===== src/rtl/seq_fsm_run_arbiter.sv =====
// seq_fsm_run_arbiter
//   Shares one five-state sequence FSM among NREQ requesters. A round-robin
//   arbiter picks a requester, the FSM is pulsed into reset for one cycle,
//   then a fixed five-step stimulus program walks it S0->S1->S2->S3->S4->S0
//   while its Q output is checked against the expected code for each step.
//   At the end of the run a one-cycle done pulse reports pass/fail.
//
// Ports
//   clk, rst        system clock, synchronous active-high reset
//   req[NREQ]       level request per requester
//   grant[NREQ]     one-hot grant, held FRST..DONE, zero when idle
//   busy            high in any state except IDLE
//   done            one-cycle pulse in DONE
//   pass            1 when all five steps matched (valid with done, held)
//   fail_step[3]    first mismatching step 0..4, 7 when passed (held)
//   fsm_rstN        active-low reset to the shared FSM
//   fsm_a/b/c/d     stimulus inputs to the FSM
//   fsm_q[3]        FSM output under check
//   run_cnt, err_cnt  saturating completed-run / failed-run counters
module seq_fsm_run_arbiter #(
  parameter int NREQ  = 2,
  parameter int CNT_W = 16
) (
  input  logic             clk,
  input  logic             rst,
  input  logic [NREQ-1:0]  req,
  output logic [NREQ-1:0]  grant,
  output logic             busy,
  output logic             done,
  output logic             pass,
  output logic [2:0]       fail_step,
  output logic             fsm_rstN,
  output logic             fsm_a,
  output logic             fsm_b,
  output logic             fsm_c,
  output logic [3:0]       fsm_d,
  input  logic [2:0]       fsm_q,
  output logic [CNT_W-1:0] run_cnt,
  output logic [CNT_W-1:0] err_cnt
);

  localparam int PTR_W = (NREQ > 1) ? $clog2(NREQ) : 1;
  localparam logic [2:0] LAST_STEP = 3'd4;
  localparam logic [2:0] NO_FAIL   = 3'd7;

  typedef enum logic [1:0] {IDLE, FRST, RUN, DONE} state_t;

  state_t            state_q;
  logic [2:0]        step_q;
  logic [PTR_W-1:0]  ptr_q;
  logic [NREQ-1:0]   grant_q;
  logic              done_q;
  logic              pass_q;
  logic [2:0]        fail_step_q;
  logic [CNT_W-1:0]  run_cnt_q;
  logic [CNT_W-1:0]  err_cnt_q;
  logic              run_err_q;
  logic [2:0]        run_fail_q;

  // Stimulus program: inputs and expected Q for the current step.
  logic              step_a, step_b, step_c;
  logic [3:0]        step_d;
  logic [2:0]        step_exp;

  always_comb begin
    step_a   = 1'b0;
    step_b   = 1'b0;
    step_c   = 1'b0;
    step_d   = 4'b0000;
    step_exp = 3'b000;
    case (step_q)
      3'd0: begin step_a = 1'b1; step_b = 1'b1;                step_exp = 3'b001; end
      3'd1: begin step_a = 1'b1; step_c = 1'b1; step_d = 4'b0001; step_exp = 3'b011; end
      3'd2: begin step_a = 1'b1; step_b = 1'b1; step_c = 1'b1; step_exp = 3'b101; end
      3'd3: begin step_d = 4'b1111;                            step_exp = 3'b000; end
      3'd4: begin step_d = 4'b0011;                            step_exp = 3'b010; end
      default: ;
    endcase
  end

  // Round-robin search: first set req bit starting at ptr+1, wrapping.
  logic              win_found;
  logic [PTR_W-1:0]  win_idx;
  logic [PTR_W-1:0]  cand;
  logic [NREQ-1:0]   win_onehot;

  always_comb begin
    win_found  = 1'b0;
    win_idx    = '0;
    cand       = '0;
    win_onehot = '0;
    for (int off = 1; off <= NREQ; off++) begin
      cand = PTR_W'((int'(ptr_q) + off) % NREQ);
      if (!win_found && req[cand]) begin
        win_found = 1'b1;
        win_idx   = cand;
      end
    end
    win_onehot[win_idx] = 1'b1;
  end

  // Run bookkeeping for the step closing at this edge. The step-4 result is
  // folded in directly so DONE reports the complete run.
  logic              mismatch;
  logic              run_err_d;
  logic [2:0]        run_fail_d;
  logic [CNT_W-1:0]  run_cnt_d;
  logic [CNT_W-1:0]  err_cnt_d;

  always_comb begin
    mismatch   = (fsm_q != step_exp);
    run_err_d  = run_err_q | mismatch;
    run_fail_d = run_err_q ? run_fail_q : (mismatch ? step_q : NO_FAIL);
    run_cnt_d  = (run_cnt_q == '1) ? run_cnt_q : run_cnt_q + CNT_W'(1);
    err_cnt_d  = (err_cnt_q == '1 || !run_err_d) ? err_cnt_q : err_cnt_q + CNT_W'(1);
  end

  always_ff @(posedge clk) begin
    if (rst) begin
      state_q     <= IDLE;
      step_q      <= 3'd0;
      ptr_q       <= PTR_W'(NREQ - 1);
      grant_q     <= '0;
      done_q      <= 1'b0;
      pass_q      <= 1'b0;
      fail_step_q <= NO_FAIL;
      run_cnt_q   <= '0;
      err_cnt_q   <= '0;
      run_err_q   <= 1'b0;
      run_fail_q  <= NO_FAIL;
    end else begin
      case (state_q)
        IDLE: begin
          if (win_found) begin
            grant_q <= win_onehot;
            ptr_q   <= win_idx;
            state_q <= FRST;
          end
        end
        FRST: begin
          step_q     <= 3'd0;
          run_err_q  <= 1'b0;
          run_fail_q <= NO_FAIL;
          state_q    <= RUN;
        end
        RUN: begin
          run_err_q  <= run_err_d;
          run_fail_q <= run_fail_d;
          if (step_q == LAST_STEP) begin
            // Results and counters update on entry to DONE so they are
            // visible together with the done pulse.
            done_q      <= 1'b1;
            pass_q      <= ~run_err_d;
            fail_step_q <= run_fail_d;
            run_cnt_q   <= run_cnt_d;
            err_cnt_q   <= err_cnt_d;
            state_q     <= DONE;
          end else begin
            step_q <= step_q + 3'd1;
          end
        end
        DONE: begin
          done_q  <= 1'b0;
          grant_q <= '0;
          state_q <= IDLE;
        end
        default: state_q <= IDLE;
      endcase
    end
  end

  assign grant     = grant_q;
  assign busy      = (state_q != IDLE);
  assign done      = done_q;
  assign pass      = pass_q;
  assign fail_step = fail_step_q;
  assign run_cnt   = run_cnt_q;
  assign err_cnt   = err_cnt_q;

  // FSM reset follows rst directly so the FSM is held while rst is high.
  assign fsm_rstN  = ~rst & (state_q != FRST);
  assign fsm_a     = (state_q == RUN) & step_a;
  assign fsm_b     = (state_q == RUN) & step_b;
  assign fsm_c     = (state_q == RUN) & step_c;
  assign fsm_d     = (state_q == RUN) ? step_d : 4'b0000;

endmodule


===== config.mk =====
export PLATFORM = sky130hd
export DESIGN_NAME = seq_fsm_run_arbiter
export DESIGN_NICKNAME = d
export VERILOG_FILES = /design/src/rtl/seq_fsm_run_arbiter.sv
export SDC_FILE = /design/constraint.sdc
export NUM_CORES = 1
export LEC_CHECK = 0
export ABC_CLOCK_PERIOD_IN_PS = 3050
export CAP_MARGIN = 20
export CORE_UTILIZATION = 51
export CTS_CLUSTER_DIAMETER = 120
export DETAILED_ROUTE_END_ITERATION = 16
export PLACE_DENSITY = 0.89
export RECOVER_POWER = 50
export SYNTH_ARGS = -nofsm -noshare
export SYNTH_HDL_FRONTEND = slang
export SYNTH_SLANG_ARGS = --single-unit

===== constraint.sdc =====
create_clock -name clk -period 3.05 [get_ports clk]
set_input_delay 0.61 -clock clk [delete_from_list [all_inputs] [get_ports clk]]
set_output_delay 0.61 -clock clk [all_outputs]
set_load 0.01 [all_outputs]

==> results.yml <==
status:
  status: "completed"
global_route:
  use_met2: 0.3884
  grt-ovfl-total: 0
  antenna_found_initial: 0
  grt_pass1_vias: 2220
  grt_max_degree: 45
  grt_pass1_wl_microns: 9680
  grt_usage: 0.2266
  grt_util_met3: 0.04527
  grt_use_met1: 0.2802
  busiest_layer: "met2"
setup_path:
  path_cells: "inv_1 > ha_1 > nor3_1 > nor2_1 > clkdlybuf4s50_1"
  required_ns: 2.44
  endpoint_kind: "primary output"
  cp_max_fo: 6
  worstSetupStartpoint: "step_q[0]$_SDFFE_PP0P_"
  critPathKind: "reg2out"
  r2r_start: "state_q[0]$_SDFFE_PP0P_"
  arrival_ns: 2.09
  cp-start-kind: "flip-flop"
  max_stage_delay_ns: 0.51
  slowest_stage: "clkdlybuf4s50_1"
synth:
  ys_warn_count: 0
  synth_cell_types: 48
  ys_top_cells_by_area: "dfxtp_1 (37%), nor2_1 (6.9%), ha_1 (5.3%)"
  synth-seq-cells: 49
  seq_area_frac_synth: 0.3749
  syn-instance-count: 311
  netlist_area_sq_um: 2616
  synth-main-ff-cell: "dfxtp_1"
  syn_avg_cell_area_sq_um: 8.412
  syn_nets: 329
  yosysMostFrequentCell: "dfxtp_1"
  synth_top_area_frac: 0.3749
  synth_top_cell_by_area: "dfxtp_1"
  synth_edf_count: 0
  async_flop_share: 0
  netlist_top_cells_count: "dfxtp_1 (49), nor2_1 (48), nand2_1 (21)"
place:
  portBuffers: 54
  hpwl_microns: 4262
  place_congestion: 0.8213
drt:
  drtIter0Drc: 195
  routedWlPerCell_microns: 13.84
  vias: 2431
  first_pass_iters: 4
  totalWireLength_microns: 5910
  avgViaCountPerCell: 5.693
  drc: 0
  drtAntennaViolNets: 0
pwr:
  power.leakage_nw: 1.253
  p_sw_frac: 0.3003
  p_switching_mw: 0.4305
  p_per_area_nw_per_um2: 438.0
  clkPwrFrac: 0.268
  power_mw: 1.434
  internal-power_mw: 1.003
  comb_power_share: 0.241
  p_seq_frac: 0.491
  max-vdd-ir-drop_mv: 0.3390
clocking:
  cts_root_buf: "clkbuf_8"
  path_clk_slew_ns: 0.09
  htree_levels: 2
  hold_buffers: 0
  cts_made_buffers: 5
  cts_tree: "yes"
  cts-resized-gates: 0
  cts_setup_buffers: 0
  cts_buffer_depth: 2
  clk_latency_ns: 0.30
  clock_sinks: 49
sta:
  rsz0062_at_grt: "false"
  finalSetupViolations: 0
  finalCritPeriodShare: 0.8859
  fmax_ghz: 0.3701
  fin_skew_ns: 0.006401
  fin_tns_setup_ns: 0
  min_period_ns: 2.702
  relSlewSlack: 0.5266
  report.final.slew_viol_count: 0
  holdWs_ns: 0.4739
  hold_violations: 0
  worstMarginPinSlew_ns: 0.7036
floorplan:
  start_util: 0.5431
  pin_count: 55
  num_rows: 25
  core_area_sq_um: 4817
  dieArea_sq_um: 5421
  die-height_microns: 73.63
  die_w_microns: 73.63
final_layout:
  fin_util: 0.6795
  multi_input_area_sq_um: 1514
  regArea_sq_um: 980.9
  syn2layout_area_growth_pct: 25.11
  antennaDiodeCount: 0
  n_fill_cell: 403
  nets: 378
  drive_above_1_share: 0.05556
min_path:
  min_from: "pass$_SDFFE_PP0P_"
  min_path_type: "reg2reg"
run:
  max_cap_violations: 0
==> through the flow <==
stage	worst slack [ns]	instances	cell area, sq um
2_1_floorplan	0.8439	311	2616
3_3_place_gp	0.4622	420	3194
3_5_place_dp	0.4415	420	3194
4_1_cts	0.3653	427	3281
5_1_grt	0.2429	427	3273
6_report	0.3479	427	3273
==> per-layer routing <==
layer	wire length [microns]	vias to the layer above
met4	63	0
met1	2571	1137
met5	0	-
met3	323	8
li1	-	1201
met2	2953	85
==> path summary, 6_finish.rpt <==
kind,to,cells past startpoint,slack (ns)
hold reg to reg,pass$_SDFFE_PP0P_,2,0.47
setup reg to reg,err_cnt[10]$_SDFFE_PP0P_,8,0.51
hold / removal,pass$_SDFFE_PP0P_,2,0.47
setup / recovery,fsm_a,5,0.35
==> flip-flops by register name, indices dropped and copies added, names as in the netlist <==
name	cells
err_cnt	16
run_cnt	16
fail_step	3
pass	1
step_q	3
done	1
ptr_q	1
grant	2
state_q	2
run_fail_q	3
run_err_q	1
==> placed cells by master (no fill, tap or decap), types with 2 or more instances in the layout <==
| cell type | instances |
|---|---|
| nand4_1 | 11 |
| mux2_4 | 4 |
| nand3_1 | 14 |
| mux2i_1 | 4 |
| or3_1 | 5 |
| a2111oi_0 | 2 |
| a311oi_1 | 2 |
| or2_2 | 2 |
| nor2_1 | 48 |
| and4_1 | 3 |
| o31ai_1 | 7 |
| nand2b_1 | 8 |
| clkbuf_1 | 3 |
| inv_1 | 10 |
| dlygate4sd3_1 | 36 |
| a21boi_0 | 2 |
| o2111ai_1 | 2 |
| dfxtp_1 | 49 |
| o21bai_1 | 6 |
| xor2_1 | 8 |
| nand2_1 | 21 |
| o21ai_0 | 3 |
| or4_1 | 8 |
| nor3_1 | 7 |
| xnor2_1 | 6 |
| a21oi_1 | 17 |
| and3_1 | 2 |
| nor4b_1 | 2 |
| clkbuf_8 | 6 |
| nor3b_1 | 5 |
| a32oi_1 | 2 |
| clkdlybuf4s50_1 | 17 |
| nor2b_1 | 6 |
| and2_1 | 2 |
| ha_1 | 11 |
| o21ai_1 | 4 |
==> logic make-up (layout without fill, tap and decap cells) <==
logic type | count (synthesis) | count (layout) | share of synthesized area
xor+xnor | 14 | 14 | 0.04687
mux | 9 | 9 | 0.04256
flops | 49 | 49 | 0.3749
buf+inv | 26 | 75 | 0.04639
simple gates | 150 | 150 | 0.2984
fa+ha+maj | 11 | 11 | 0.05261
compound gates | 52 | 52 | 0.1382
==> power by group through the flow <==
stage | Clock (mW) | Combinational, mW | Sequential, mW
final | 0.385 | 0.345 | 0.704
after global routing | 0.418 | 0.383 | 0.709
after CTS | 0.387 | 0.348 | 0.704
after detailed placement | 0 | 0.346 | 0.718
after global placement | 0 | 0.334 | 0.717
after floorplan | 0 | 0.238 | 0.715
==> critical path, delay by kind of cell (launching register included) <==
| kind | cells | cell delay (ns) |
|---|---|---|
| and+or+nand+nor | 2 | 0.48 |
| buffers and inverters | 2 | 0.63 |
| adders and majority gates | 1 | 0.26 |
| DFF | 1 | 0.42 |
==> final cells by class <==
class	instances	area share
flip-flops and latches	49	0.2997
multi-input cells	236	0.4625
repair buffers	58	0.1743
inverters	10	0.01147
clock buffers	7	0.02638
well taps	67	0.02561
(Power assumes the default switching activity.)
